$ cat config.mk
export PLATFORM = sky130hd
export DESIGN_NAME = fetch_stage_flat
export DESIGN_NICKNAME = d
export VERILOG_FILES = /design/src/rtl/fetch_stage_if.sv /design/src/rtl/fetch_stage.sv /design/src/flat_wrapper.sv
export SDC_FILE = /design/constraint.sdc
export NUM_CORES = 1
export LEC_CHECK = 0
export BUFFER_PORTS_ARGS = -buffer_cell sky130_fd_sc_hd__buf_2
export CORE_ASPECT_RATIO = 1.25
export CORE_MARGIN = 2
export CORE_UTILIZATION = 50
export DETAILED_ROUTE_END_ITERATION = 8
export MAX_ROUTING_LAYER = met4
export PLACE_DENSITY = 0.77
export SETUP_SLACK_MARGIN = 0.2
export SLEW_MARGIN = 20
export SYNTH_ARGS = -nofsm -noshare
export SYNTH_HDL_FRONTEND = slang
export SYNTH_SLANG_ARGS = --single-unit
export TNS_END_PERCENT = 5
$ cat constraint.sdc
create_clock -name CLK -period 2.2 [get_ports CLK]
set_input_delay 0.33 -clock CLK [delete_from_list [all_inputs] [get_ports CLK]]
set_output_delay 0.33 -clock CLK [all_outputs]
set_load 0.02 [all_outputs]
$ cat src/rtl/fetch_stage_if.sv
// fetch_stage_if: instruction-memory, pipeline-control and IF/ID latch signals of the fetch stage
interface fetch_stage_if;
  logic        ihit;
  logic [31:0] imemload;
  logic        imemREN;
  logic [31:0] imemaddr;
  logic        stall;
  logic        flush;
  logic        redirect;
  logic [31:0] redirect_pc;
  logic        halt;
  logic [31:0] instr_ID;
  logic [31:0] imemaddr_ID;
  logic [31:0] npc_ID;
  logic        valid_ID;
  logic [31:0] fetch_count;
  modport master (
    input  ihit, imemload, stall, flush, redirect, redirect_pc, halt,
    output imemREN, imemaddr, instr_ID, imemaddr_ID, npc_ID, valid_ID, fetch_count
  );
  modport slave (
    output ihit, imemload, stall, flush, redirect, redirect_pc, halt,
    input  imemREN, imemaddr, instr_ID, imemaddr_ID, npc_ID, valid_ID, fetch_count
  );
endinterface

$ cat src/rtl/fetch_stage.sv
// fetch_stage: PC, instruction-memory request and IF/ID latch with redirect draining and halt
module fetch_stage #(
  parameter logic [31:0] PC_INIT = 32'h0000_0000
) (
  input logic          CLK,
  input logic          RST,
  fetch_stage_if.master bus
);
  typedef enum logic [1:0] {S_FETCH, S_DRAIN, S_HALTED} state_t;
  state_t      r_state, w_state;
  logic [31:0] r_pc, w_pc, r_pend, w_pend, w_rpc;
  logic [31:0] r_instr, r_addr_id, r_npc_id, r_count;
  logic        r_valid, w_load, w_bub;
  assign w_rpc            = bus.redirect_pc & ~32'h3;
  assign bus.imemaddr     = r_pc;
  assign bus.imemREN      = (r_state != S_HALTED) & !RST;
  assign bus.instr_ID     = r_instr;
  assign bus.imemaddr_ID  = r_addr_id;
  assign bus.npc_ID       = r_npc_id;
  assign bus.valid_ID     = r_valid;
  assign bus.fetch_count  = r_count;
  always_comb begin
    w_state = r_state;
    w_pc    = r_pc;
    w_pend  = r_pend;
    w_load  = 1'b0;
    w_bub   = 1'b0;
    if (r_state == S_HALTED) begin
      w_bub = 1'b1;
    end else if (bus.halt) begin
      w_state = S_HALTED;
      w_bub   = 1'b1;
    end else if (r_state == S_FETCH) begin
      if (bus.redirect) begin
        w_bub = 1'b1;
        if (bus.ihit) w_pc = w_rpc;
        else begin
          w_pend  = w_rpc;
          w_state = S_DRAIN;
        end
      end else if (!bus.stall) begin
        w_load = bus.ihit;
        w_bub  = !bus.ihit;
        w_pc   = bus.ihit ? r_pc + 32'd4 : r_pc;
      end
    end else begin
      // the outstanding access completes at the old PC; its word is discarded
      w_bub  = !bus.stall;
      w_pend = bus.redirect ? w_rpc : r_pend;
      if (bus.ihit) begin
        w_pc    = bus.redirect ? w_rpc : r_pend;
        w_state = S_FETCH;
      end
    end
  end
  always_ff @(posedge CLK) begin
    if (RST) begin
      r_state   <= S_FETCH;
      r_pc      <= PC_INIT;
      r_pend    <= '0;
      r_instr   <= '0;
      r_addr_id <= '0;
      r_npc_id  <= '0;
      r_valid   <= 1'b0;
      r_count   <= '0;
    end else begin
      r_state <= w_state;
      r_pc    <= w_pc;
      r_pend  <= w_pend;
      if (w_bub || bus.flush) begin
        r_instr   <= '0;
        r_addr_id <= '0;
        r_npc_id  <= '0;
        r_valid   <= 1'b0;
      end else if (w_load) begin
        r_instr   <= bus.imemload;
        r_addr_id <= r_pc;
        r_npc_id  <= r_pc + 32'd4;
        r_valid   <= 1'b1;
        r_count   <= r_count + 32'd1;
      end
    end
  end
endmodule

$ cat src/flat_wrapper.sv
// flat-port wrapper written by rule: the top's interface ports become plain ports
module fetch_stage_flat 
#(
  parameter logic [31:0] PC_INIT = 32'h0000_0000
)
  (CLK, RST, bus_ihit, bus_imemload, bus_stall, bus_flush, bus_redirect, bus_redirect_pc, bus_halt, bus_imemREN, bus_imemaddr, bus_instr_ID, bus_imemaddr_ID, bus_npc_ID, bus_valid_ID, bus_fetch_count);
  fetch_stage_if bus_i ();
  input logic CLK;
  input logic RST;
  input wire logic [$bits(bus_i.ihit)-1:0] bus_ihit;
  input wire logic [$bits(bus_i.imemload)-1:0] bus_imemload;
  input wire logic [$bits(bus_i.stall)-1:0] bus_stall;
  input wire logic [$bits(bus_i.flush)-1:0] bus_flush;
  input wire logic [$bits(bus_i.redirect)-1:0] bus_redirect;
  input wire logic [$bits(bus_i.redirect_pc)-1:0] bus_redirect_pc;
  input wire logic [$bits(bus_i.halt)-1:0] bus_halt;
  output wire logic [$bits(bus_i.imemREN)-1:0] bus_imemREN;
  output wire logic [$bits(bus_i.imemaddr)-1:0] bus_imemaddr;
  output wire logic [$bits(bus_i.instr_ID)-1:0] bus_instr_ID;
  output wire logic [$bits(bus_i.imemaddr_ID)-1:0] bus_imemaddr_ID;
  output wire logic [$bits(bus_i.npc_ID)-1:0] bus_npc_ID;
  output wire logic [$bits(bus_i.valid_ID)-1:0] bus_valid_ID;
  output wire logic [$bits(bus_i.fetch_count)-1:0] bus_fetch_count;
  assign bus_i.ihit = bus_ihit;
  assign bus_i.imemload = bus_imemload;
  assign bus_i.stall = bus_stall;
  assign bus_i.flush = bus_flush;
  assign bus_i.redirect = bus_redirect;
  assign bus_i.redirect_pc = bus_redirect_pc;
  assign bus_i.halt = bus_halt;
  assign bus_imemREN = bus_i.imemREN;
  assign bus_imemaddr = bus_i.imemaddr;
  assign bus_instr_ID = bus_i.instr_ID;
  assign bus_imemaddr_ID = bus_i.imemaddr_ID;
  assign bus_npc_ID = bus_i.npc_ID;
  assign bus_valid_ID = bus_i.valid_ID;
  assign bus_fetch_count = bus_i.fetch_count;
  fetch_stage #(.PC_INIT(PC_INIT)) u_core (.CLK(CLK), .RST(RST), .bus(bus_i));
endmodule
Word level (Yosys, flattened, before mapping)
Cells that the tools add are included.
{ "word_totals": {"regBits": 195} }
{ "op_classes": {"n_addsub": 2, "n_eq_ne": 8, "mux": 25, "bitwise": 4, "reduce_logical": 13} }
{ "op_table": {"columns": ["operator", "count"], "rows": [
  ["32-bit 2-to-1 mux", 10],
  ["32-bit by 1-bit adder with 32-bit output (second input constant)", 1],
  ["32-bit by 3-bit adder with 32-bit output (second input constant)", 1],
  ["1-bit 2-to-1 mux", 10],
  ["2-bit 2-to-1 mux", 5],
  ["3-bit != test (second input constant)", 3],
  ["2-bit != test (second input constant)", 4],
  ["4-bit AND reduction", 2],
  ["6-bit AND reduction", 1],
  ["2-bit nonzero test", 2],
  ["1-bit logical NOT", 3],
  ["1-bit inverter", 3],
  ["3-bit nonzero test", 1],
  ["2-bit == test (second input constant)", 1],
  ["2-bit logical NOT", 1],
  ["2-bit AND reduction", 1],
  ["2-bit OR reduction", 1],
  ["1-bit AND", 1],
  ["1-bit logical OR", 1]
]} }

Longest topological paths before layout
Gate-level depths: netlist (run 1).
{ "logic_depth": {"word_depth": 9, "depth_mapped": 8, "depth_no_buf": 6} }

Least setup slack after synthesis (run 1)
Ideal clock, no wire load.
{ "synth_timing": {"path_kind": "register -> register", "start": "register u_core.r_pc[2] (netlist: u_core.bus.imemaddr[2])", "end": "register u_core.r_pc[24] (netlist: u_core.bus.imemaddr[24])", "t_arrival_ns": 2.067, "required_time_ns": 2.126, "setup_slack_ns": 0.059, "path_stages_with_launch": 7, "path_buffers": 0, "path_cell_list": "dfxtp_1 -> ha_1 -> nand3_1 -> nor4_2 -> nand4_1 -> or3_1 -> a31oi_1"} }
{ "synth_via": {"elab_chain_len": 5} }
{ "synth_rtl": {"columns": ["item", "line", "rtl"], "rows": [
  ["from (decl)", "fetch_stage.sv:11", "logic [31:0] r_pc, w_pc, r_pend, w_pend, w_rpc;"],
  ["from (signal assigned)", "fetch_stage.sv:68", "r_pc <= w_pc;"],
  ["32-bit by 3-bit adder with 32-bit output", "fetch_stage.sv:44", "w_pc = bus.ihit ? r_pc + 32'd4 : r_pc;"],
  ["32-bit 2-to-1 mux", "fetch_stage.sv:44", null],
  ["32-bit 2-to-1 mux", "fetch_stage.sv:41", "end else if (!bus.stall) begin"],
  ["32-bit 2-to-1 mux", "fetch_stage.sv:34", "if (bus.redirect) begin"],
  ["32-bit 2-to-1 mux", "fetch_stage.sv:33", "end else if (r_state == S_FETCH) begin"]
]} }
Every way passes these cells. The select of a mux whose other input is x is not followed.
A chain may end at the register's enable or synchronous reset.

Worst setup path after layout (run 1)
{ "layout_timing": {"start": "register u_core.r_state[1]", "end": "register u_core.r_pc[18] (netlist: u_core.bus.imemaddr[18])"} }
{ "layout_via": {"elab_chain_len": 3} }
{ "layout_rtl": {"columns": ["item", "line", "rtl"], "rows": [
  ["from (decl)", "fetch_stage.sv:10", "state_t r_state, w_state;"],
  ["from (signal assigned)", "fetch_stage.sv:67", "r_state <= w_state;"],
  ["2-bit logical NOT / 2-bit == test (equally long branches)", "fetch_stage.sv:33, fetch_stage.sv:28", null],
  ["3-bit != test (no source line), or another cell as far along", null, null],
  ["6-bit AND reduction (no source line)", null, null]
]} }
Several ways; a longest one is shown, not always the timed one.

==> run_results.csv, run 1 <==
group,metric,value,unit
global_routing,grt_antenna_before_repair,0,
routing,antenna_left,0,
routing,total_drc_errors_in_the_routed_layout,0,
timing,timing.final.setup_violations,0,
timing,slew_violations,0,
worst_setup_path,timing.critical_path.arrival,2.33,ns
global_routing,global_route_wire_length_before_repair,37.5,mm
finish,final_layout_size_suffix_gt1_share,28.7,%
timing,timing.final.ws_setup,0.173,ns
placed_design,place_congestion,0.918,
worst_setup_path,cp_capture_type,"register",
floorplan,floorplan.initialDensity,51.1,%
min_path,hp-class,"in -> reg",
logic_synthesis,synth_enable_flop_cells,0,
timing,finalClockSkew,0.00641,ns
power_and_ir_drop,p_total,7.26,mW
routing,avgViaCountPerCell,5.49,
finish,diodes_inserted,0,
global_routing,grt.met2_usage,42.5,%
power_and_ir_drop,leakage,4.57,nW
power_and_ir_drop,power.combinational.fraction,8.2,%
worst_setup_path,start_kind,"register",
timing,setup_repair_after_global_routing_missed_its_margin,"true",
global_routing,gr-usage-met3,5.98,%
flow_run,timing.max_cap.violations,0,
timing,max_freq,493,MHz
timing,timing.final.hold_violations,0,
global_routing,global_route.usage.met1,33.4,%
floorplan,die_w,121,µm
clock_tree,htreeDepth,4,
global_routing,global_route.overflow_total,0,
routing,first_pass_iters,5,
power_and_ir_drop,internal_power,5.38,mW
floorplan,core_area,0.0168,mm²
floorplan,die_h,151,µm
logic_synthesis,post_synth_instance_area,0.00861,mm²
power_and_ir_drop,power.sequential.fraction,49.3,%
routing,route.vias.total,8370,
routing,dr.first_iter.drc_count,616,
power_and_ir_drop,clock_power_share,42.5,%
logic_synthesis,ys_async_sr_fraction,0,%
worst_setup_path,r2r_start,"u_core.r_state[1]",
logic_synthesis,post_synth_inst_count,1060,
placed_design,placement.setup.worst_slack,0.111,ns
clock_tree,cts.root.buffer_cell,"sky130_fd_sc_hd__clkbuf_16",
run_status,status,"finished, final reports clean",
global_routing,groute.usage.overall,26.4,%
logic_synthesis,synth.net_count,1133,
timing,worst_slew_pin_slew,0.556,ns
clock_tree,max-clock-path-buffers,2,
logic_synthesis,ys.warnings.count,0,
worst_setup_path,critical_path_fanouts_max,23,
finish,design.final.nets,1364,
clock_tree,clk_pin_slew,0.07,ns
finish,mostFrequentLayoutCells,"sky130_fd_sc_hd__buf_2 (230), sky130_fd_sc_hd__nand2_1 (192), sky130_fd_sc_hd__dfxtp_1 (185), sky130_fd_sc_hd__nor2_1 (128), sky130_fd_sc_hd__a21oi_1 (98)",
finish,synthToLayoutAreaGrowth,27.7,%
worst_setup_path,worst_ep_required_time,2.51,ns
routing,detail_route.wl_per_cell,16.0,µm
timing,slew_headroom,62.7,%
power_and_ir_drop,netSwitchingPower,1.88,mW
logic_synthesis,ys_seq_area_share,44.9,%
global_routing,first_global_vias,7323,
logic_synthesis,syn-mean-instance-area,8.12,µm²
clock_tree,worstSkewPairLatency,0.43,ns
timing,setup_tns,0,ns
placed_design,portBuffers,230,
min_path,hold_start,"bus_imemload[31]",
finish,final_common_cell,"sky130_fd_sc_hd__buf_2",
logic_synthesis,synth.lib_cells_used.distinct,63,
clock_tree,clock_buffer_count_from_cts,17,
clock_tree,holdBufCountCts,0,
timing,final.period_utilization,92.1,%
worst_setup_path,worstSetupPathType,"reg -> reg",
placed_design,dp.final_hpwl,17.6,mm
clock_tree,cts_tree,"built",
timing,final_period_minus_worst_setup_slack,2.03,ns
floorplan,row_cnt,53,
logic_synthesis,dominantRegCellSynth,"sky130_fd_sc_hd__dfxtp_1",
power_and_ir_drop,power_density,660,mW/mm²
clock_tree,number_of_clock_sinks_seen_by_cts,193,
global_routing,grt_most_used_layer,"met2",
global_routing,maximum_number_of_pins_on_one_net_before_global_route_repair,96,
floorplan,design.die.area,0.0183,mm²
floorplan,top_level_ports,233,
worst_setup_path,crit_path_start,"u_core.r_state[1]",
logic_synthesis,ys_ff_latch,193,
finish,postLayoutCoreUtil,65.3,%
routing,route.final.wire_length,24.4,mm
power_and_ir_drop,switch_share,25.9,%
power_and_ir_drop,irDropWorstVdd,0.441,mV
critical path: stages, from the launching register on:
cell                       delay (ns)
sky130_fd_sc_hd__dfxtp_1         0.41
sky130_fd_sc_hd__nor2b_1         0.18
sky130_fd_sc_hd__or3_1           0.48
sky130_fd_sc_hd__buf_4           0.27
sky130_fd_sc_hd__o311ai_0        0.42
sky130_fd_sc_hd__a21oi_1         0.13
cell families (layout without fill, tap and decap cells):
logic type / Yosys count / after routing / synth area share (%)
adders and majority gates: 2 / 2 / 0.291
DFF: 193 / 193 / 44.9
and+or+nand+nor: 472 / 472 / 25.4
buffers and inverters: 95 / 339 / 4.82
AOI/OAI and AO/OA: 207 / 207 / 14.8
muxes: 36 / 36 / 4.20
xor gates and xnor gates: 55 / 55 / 5.59
worst paths after layout:
path | end | slack (ns) | cells after the start
max reg2reg | u_core.bus.imemaddr[18] | 0.17 | 5
max | u_core.bus.imemaddr[18] | 0.17 | 5
min | u_core.bus.instr_ID[31] | 0.13 | 3
min reg2reg | u_core.bus.instr_ID[2] | 0.45 | 2
sequential cells by signal, indices dropped and copies added (netlist names):
name                    flops
u_core.bus.instr_ID        32
u_core.bus.imemaddr        32
u_core.bus.fetch_count     32
u_core.bus.imemaddr_ID     30
u_core.r_pend              32
u_core.bus.valid_ID         1
u_core.bus.npc_ID          32
u_core.r_state              2
metal layers:
layer / part of all wire (%) / up-vias
li1: - / 4129
met1: 43 / 3887
met2: 48 / 326
met3: 7.5 / 28
met4: 1.4 / 0
met5: 0 / -
per-stage QoR:
stage	instance area, µm²	std cells	hold WS [ns]
floorplan	8630	1060	0.408
CTS	10900	1521	0.112
global placement	10300	1489	0.439
global route	11000	1524	0.114
finish	11000	1524	0.125
detailed placement	10300	1489	0.443
synthesized netlist by cell type, drive strengths merged (2+ instances only):
cell type  number  area [µm²]
nand3          27         140
nand4          18         119
a22oi           2        15.0
o311ai          5        43.8
nor4           19         153
dfxtp         193        3860
o21a            2        15.0
nand3b          2        15.0
o211ai          6        45.0
a31oi           9        56.3
mux2i          35         350
nor2b           4        25.0
nand2b          4        25.0
nor3b           4        30.0
a21oi          98         490
and2            2        12.5
and4            5        43.8
a211oi         28         225
inv            12        45.0
xor2           18         158
xnor2          37         324
a221oi          4        35.0
and3           12        75.1
a221o           2        20.0
nor3           26         156
a32oi           4        35.0
and3b           3        26.3
nor2          130         490
o21ai          26         130
or2             4        25.0
buf            38         201
a22o            4        35.0
clkbuf         45         169
ha              2        25.0
nand2         193         724
o22ai           8        50.1
or3            15        93.8
or4             2        15.0
power by group through the flow:
stage	registers (mW)	logic (mW)	clock network, mW
5_1_grt	3.59	0.646	3.28
3_3_place_gp	3.66	0.574	0
6_report	3.58	0.596	3.09
2_1_floorplan	3.69	0.307	0
4_1_cts	3.58	0.585	3.16
3_5_place_dp	3.66	0.581	0
timing repair:
item / CTS / global route
resized for setup: 0 / 24
cloned: 0 / 0
buffers inserted: 0 / 3
endpoints found under the hold margin: 0 / 0
endpoints found under the setup margin: 15 / 71
pin swaps: 1 / 4
final cells by class:
type / instances / area (µm²)
Clock inverter: 15 / 170
Sequential cell: 193 / 3880
Inverter: 12 / 45.0
Tap cell: 220 / 275
Multi-Input combinational cell: 772 / 4470
Clock buffer: 17 / 425
Timing Repair Buffer: 295 / 1730
Fill cell: 1433 / 5840
No activity file was read; power rests on OpenSTA's default activity.
==> run 2: changes to the inputs <==
Settings changed: CTS_CLUSTER_DIAMETER from default to 40, MAX_ROUTING_LAYER met4 to default.
==> run 2 against run 1 <==
Clock skew hardly changed. Worst setup slack gained 0.0026 ns. Non-clock buffer count grew 1. Die area stayed put. Register-to-register slack about the same. Hold slack worse by 0.0049 ns. Utilization is 0.12 points higher. Maximum frequency increased by 0.13%. Power rose by 0.10%. Clock power barely moved. Sequential share of layout area shrank 0.064 points. Largest cell class unchanged.
==> run_results.csv, run 2 (synthesized netlist as in run 1, its figures left out) <==
group,metric,value,unit
clock_tree,clock_buffer_count_from_cts,17,
floorplan,core_area,0.0168,mm²
routing,met2_wire_length,11.5,mm
routing,avgViaCountPerCell,5.48,
power_and_ir_drop,irDropWorstVdd,0.441,mV
worst_setup_path,start_kind,"register",
floorplan,die_h,151,µm
worst_setup_path,r2r_start,"u_core.r_state[1]",
clock_tree,holdBufCountCts,0,
power_and_ir_drop,leakage,4.60,nW
routing,met3RoutedLength,1.93,mm
min_path,hp-class,"in -> reg",
routing,antenna_left,0,
floorplan,floorplan.initialDensity,51.1,%
clock_tree,cts.root.buffer_cell,"sky130_fd_sc_hd__clkbuf_16",
routing,detail_route.wl_per_cell,16.0,µm
clock_tree,htreeDepth,4,
timing,finalClockSkew,0.00666,ns
timing,timing.final.hold_violations,0,
placed_design,dp.final_hpwl,17.6,mm
worst_setup_path,worst_ep_required_time,2.51,ns
routing,total_drc_errors_in_the_routed_layout,0,
timing,max_freq,494,MHz
worst_setup_path,worst_flop_to_flop_path_endpoint,"u_core.bus.imemaddr[18]",
worst_setup_path,critical_path_fanouts_max,23,
timing,slew_violations,0,
placed_design,place_congestion,0.902,
timing,slew_headroom,62.3,%
worst_setup_path,worstSetupPathType,"reg -> reg",
timing,worst_slew_pin_slew,0.562,ns
routing,top_layer_used,"met4",
floorplan,row_cnt,53,
timing,setup_tns,0,ns
power_and_ir_drop,p_total,7.27,mW
finish,final_layout_size_suffix_gt1_share,28.8,%
finish,design.final.nets,1365,
finish,diodes_inserted,0,
finish,synthToLayoutAreaGrowth,28.0,%
timing,timing.final.setup_violations,0,
finish,mostFrequentLayoutCells,"sky130_fd_sc_hd__buf_2 (230), sky130_fd_sc_hd__nand2_1 (191), sky130_fd_sc_hd__dfxtp_1 (185), sky130_fd_sc_hd__nor2_1 (128), sky130_fd_sc_hd__a21oi_1 (98)",
power_and_ir_drop,internal_power,5.38,mW
routing,route.vias.total,8351,
clock_tree,cts_tree,"built",
routing,wl_met1,10.5,mm
flow_run,timing.max_cap.violations,0,
clock_tree,clk_pin_slew,0.07,ns
run_status,status,"finished, final reports clean",
worst_setup_path,cp_capture_type,"register",
global_routing,global_route_wire_length_before_repair,37.5,mm
min_path,holdPathStages,3,
finish,final_common_cell,"sky130_fd_sc_hd__buf_2",
routing,first_pass_iters,5,
global_routing,groute.usage.overall,25.7,%
clock_tree,worstSkewPairLatency,0.44,ns
global_routing,maximum_number_of_pins_on_one_net_before_global_route_repair,96,
power_and_ir_drop,clock_power_share,42.6,%
clock_tree,number_of_clock_sinks_seen_by_cts,193,
timing,setup_repair_after_global_routing_missed_its_margin,"true",
floorplan,die_w,121,µm
power_and_ir_drop,netSwitchingPower,1.89,mW
timing,final.period_utilization,92.0,%
power_and_ir_drop,power_density,660,mW/mm²
min_path,hold_start,"bus_imemload[31]",
finish,final.fill_count,1429,
worst_setup_path,cells_on_worst_reg2reg_path,5,
floorplan,design.die.area,0.0183,mm²
routing,dr.first_iter.drc_count,606,
power_and_ir_drop,power.combinational.fraction,8.2,%
global_routing,first_global_vias,7312,
worst_setup_path,r2r_slack,0.18,ns
routing,route.final.wire_length,24.3,mm
power_and_ir_drop,switch_share,26.0,%
global_routing,global_route.overflow_total,0,
global_routing,grt_antenna_before_repair,0,
timing,final_period_minus_worst_setup_slack,2.02,ns
placed_design,portBuffers,230,
floorplan,top_level_ports,233,
clock_tree,max-clock-path-buffers,2,
power_and_ir_drop,power.sequential.fraction,49.2,%
min_path,hold-path-endpoint,"u_core.bus.instr_ID[31]",
worst_setup_path,timing.critical_path.arrival,2.34,ns
run 2: cell types whose count changed in the layout (fill, tap and decap cells not counted), sizes merged:
cell  before  now
buf      295  296
run 2: critical path, cell delays in order, from the launching register on:
cell,delay [ns]
sky130_fd_sc_hd__dfxtp_1,0.41
sky130_fd_sc_hd__nor2b_1,0.18
sky130_fd_sc_hd__or3_1,0.47
sky130_fd_sc_hd__buf_4,0.26
sky130_fd_sc_hd__o311ai_0,0.43
sky130_fd_sc_hd__a21oi_1,0.13
run 2: through the flow:
stage / worst slack [ns] / instance area [µm²] / instances / hold WS, ns / util, %
2_1_floorplan: 0.135 / 8630 / 1060 / 0.408 / -
3_3_place_gp: 0.138 / 10300 / 1489 / 0.439 / 60.9
3_5_place_dp: 0.111 / 10300 / 1489 / 0.443 / 60.9
4_1_cts: 0.145 / 10900 / 1521 / 0.112 / 64.4
5_1_grt: 0.0411 / 11000 / 1525 / 0.113 / 65.4
6_report: 0.175 / 11000 / 1525 / 0.121 / 65.4
run 2: area by class of cell:
type,count,area [µm²],area share [%]
multi-input cells,772,4490,40.7
clock inverters,15,170,1.54
flip-flops and latches,193,3880,35.2
repair buffers,296,1740,15.8
inverters,12,45.0,0.409
clock buffers,17,425,3.86
well taps,220,275,2.50
run 2: metal layers:
layer	track usage [%]	vias to the layer above
met5	0	-
li1	-	4132
met1	33.2	3861
met3	6.63	36
met2	42.4	322
met4	7.59	0
run 2: worst max-delay path by stage:
| stage | from | to | slack, ns | depth (start not counted) |
|---|---|---|---|---|
| floorplan | u_core.bus.imemaddr[6] | u_core.bus.imemaddr[25] | 0.14 | 7 |
| CTS | u_core.bus.imemaddr[9] | u_core.bus.npc_ID[29] | 0.15 | 5 |
| global placement | u_core.bus.imemaddr[3] | u_core.bus.imemaddr[24] | 0.14 | 6 |
| finish | u_core.r_state[1] | u_core.bus.imemaddr[18] | 0.18 | 5 |
| detailed placement | bus_halt | u_core.bus.fetch_count[30] | 0.11 | 6 |
| global route | u_core.r_state[1] | u_core.bus.imemaddr[18] | 0.04 | 5 |
run 2: power by group through the flow:
| stage | sequential, mW | clock (mW) | combinational (mW) |
|---|---|---|---|
| global route | 3.59 | 3.29 | 0.647 |
| finish | 3.58 | 3.10 | 0.596 |
| global placement | 3.66 | 0 | 0.574 |
| detailed placement | 3.66 | 0 | 0.581 |
| CTS | 3.58 | 3.16 | 0.585 |
| floorplan | 3.69 | 0 | 0.307 |
run 2: what timing repair did:
action | in CTS | in global routing
buffers inserted | 0 | 4
gates cloned | 0 | 0
endpoints found under the setup margin | 15 | 71
pin swaps | 1 | 5
gates resized for setup | 0 | 27
==> run 3: changes to the inputs <==
Settings changed: REMOVE_ABC_BUFFERS from default to 1.
==> run 3 against run 2 <==
Hold slack worse by 0.00072 ns. Clock power is 3% lower. Worst setup slack gained 0.087 ns. Combinational power about the same. Maximum frequency up 4.5%. Sequential share of layout area about the same. Wire length fell by 2.2%. Largest cell class unchanged. Power down 1.4%. Via count rose by 1.4%. Critical endpoint is now u_core.bus.npc_ID[19].
==> run_results.csv, run 3 (synthesized netlist as in run 1, its figures left out) <==
group,metric,value,unit
placed_design,dp_cells,1495,
worst_setup_path,largest_delay_share_family_worst_path,"simple AND/OR/NAND/NOR gates",
worst_setup_path,crit_chain,"nand4_1 -> or4_4 -> buf_4 -> nor2_1 -> xnor2_1 -> a211oi_1",
timing,worst_slew_pin_slew,0.461,ns
floorplan,die_h,151,µm
clock_tree,max-clock-path-buffers,2,
routing,detail_route.wl_per_cell,15.5,µm
clock_tree,htreeDepth,4,
timing,timing.final.ws_setup,0.262,ns
finish,design.final.nets,1371,
timing,hold-worst-slack,0.120,ns
routing,avgViaCountPerCell,5.52,
clock_tree,cts_tree,"built",
timing,max_freq,516,MHz
routing,dr.first_iter.drc_count,651,
timing,final_period_minus_worst_setup_slack,1.94,ns
min_path,hold_start,"bus_imemload[29]",
worst_setup_path,timing.critical_path.slowest_cell_delay,0.64,ns
finish,finalNonFillerCells,1534,
timing,timing.final.hold_violations,0,
finish,post-route-cell-area,0.0110,mm²
flow_run,timing.max_cap.violations,0,
finish,postLayoutCoreUtil,65.3,%
clock_tree,worstSkewPairLatency,0.44,ns
placed_design,place_congestion,0.897,
timing,setup_tns,0,ns
worst_setup_path,cp.buffers_inverters,1,
routing,total_drc_errors_in_the_routed_layout,0,
routing,antenna_left,0,
global_routing,global_route_wire_length_before_repair,37.0,mm
placed_design,portBuffers,230,
worst_setup_path,timing.critical_path.arrival,2.28,ns
timing,setup_repair_after_global_routing_missed_its_margin,"true",
timing,finalClockSkew,0.0192,ns
global_routing,first_global_vias,7444,
global_routing,grt_antenna_before_repair,2,
timing,final.period_utilization,88.1,%
routing,route.final.wire_length,23.8,mm
worst_setup_path,r2r_slack,0.26,ns
worst_setup_path,cp_capture_type,"register",
routing,route.vias.total,8470,
floorplan,core_area,0.0168,mm²
finish,final_layout_size_suffix_gt1_share,28.6,%
min_path,hp-class,"in -> reg",
global_routing,maximum_number_of_pins_on_one_net_before_global_route_repair,89,
floorplan,floorplan.initialDensity,51.1,%
floorplan,die_w,121,µm
worst_setup_path,worstSetupPathType,"reg -> reg",
power_and_ir_drop,p_total,7.17,mW
worst_setup_path,start_kind,"register",
run_status,status,"finished, final reports clean",
power_and_ir_drop,irDropWorstVdd,0.548,mV
power_and_ir_drop,power_density,652,mW/mm²
floorplan,top_level_ports,233,
worst_setup_path,critical_path_fanouts_max,6,
clock_tree,number_of_clock_sinks_seen_by_cts,193,
routing,first_pass_iters,5,
placed_design,area_post_placement,0.0103,mm²
clock_tree,clk_pin_slew,0.07,ns
timing,slew_headroom,69.2,%
power_and_ir_drop,leakage,4.59,nW
floorplan,design.die.area,0.0183,mm²
timing,slew_violations,0,
worst_setup_path,crit_path_start,"u_core.bus.imemaddr[8]",
finish,synthToLayoutAreaGrowth,27.7,%
global_routing,global_route.overflow_total,0,
finish,final_common_cell,"sky130_fd_sc_hd__buf_2",
placed_design,placement.setup.worst_slack,0.00245,ns
floorplan,row_cnt,53,
clock_tree,cts.root.buffer_cell,"sky130_fd_sc_hd__clkbuf_16",
clock_tree,clock_buffer_count_from_cts,17,
worst_setup_path,timing.critical_path.slowest_stage_cell,"sky130_fd_sc_hd__or4_4",
global_routing,groute.usage.overall,25.2,%
finish,mostFrequentLayoutCells,"sky130_fd_sc_hd__buf_2 (230), sky130_fd_sc_hd__nand2_1 (191), sky130_fd_sc_hd__dfxtp_1 (188), sky130_fd_sc_hd__nor2_1 (128), sky130_fd_sc_hd__a21oi_1 (98)",
placed_design,dp.final_hpwl,16.9,mm
timing,timing.final.setup_violations,0,
worst_setup_path,r2r_start,"u_core.bus.imemaddr[8]",
worst_setup_path,worst_ep_required_time,2.54,ns
## run 3: changes by cell type in the layout (fill, tap and decap cells not counted), sizes merged
cell    before  now
buf        296  302
bufinv       1    0
clkbuf      17   18
clkinv       4    5
diode        0    3
inv         19   18
## run 3: routing by layer
layer	GRT usage (%)	part of all wire, %
met3	5.72	7.6
met5	0	0.046
met1	30.7	41
met2	42.8	48
met4	10.1	2.8
## run 3: where the power goes
group	internal [mW]	switching [mW]	leakage [nW]
registers	3.54	0.0408	1.56
logic	0.232	0.364	2.76
clock network	1.51	1.49	0.272
## run 3: what timing repair did
action / CTS / global route
buffers inserted: 0 / 4
hold buffers: 0 / 0
gates resized for setup: 1 / 21
pin swaps: 0 / 6
endpoints found under the setup margin: 9 / 61
## run 3: area by class of cell
| type | instances | area (µm²) |
|---|---|---|
| diodes | 3 | 7.51 |
| repair buffers | 302 | 1770 |
| multi-input cells | 772 | 4460 |
| fillers | 1406 | 5850 |
| inverters | 12 | 45.0 |
| clock inverters | 14 | 146 |
| well taps | 220 | 275 |
| clock buffers | 18 | 429 |
| flip-flops and latches | 193 | 3870 |
## run 3: final timing paths
kind	end	cells past startpoint
hold / removal	u_core.bus.instr_ID[29]	3
setup reg to reg	u_core.bus.npc_ID[19]	6
setup / recovery	u_core.bus.npc_ID[19]	6
hold reg to reg	u_core.bus.instr_ID[13]	2
## run 3: worst reg2reg max path: cells and delay by family, from the launching register on
kind                      cells  cell delay [ns]
DFF                           1             0.39
and+or+nand+nor               3             0.96
buffers and inverters         1             0.19
xor gates and xnor gates      1             0.08
AOI/OAI and AO/OA             1             0.23
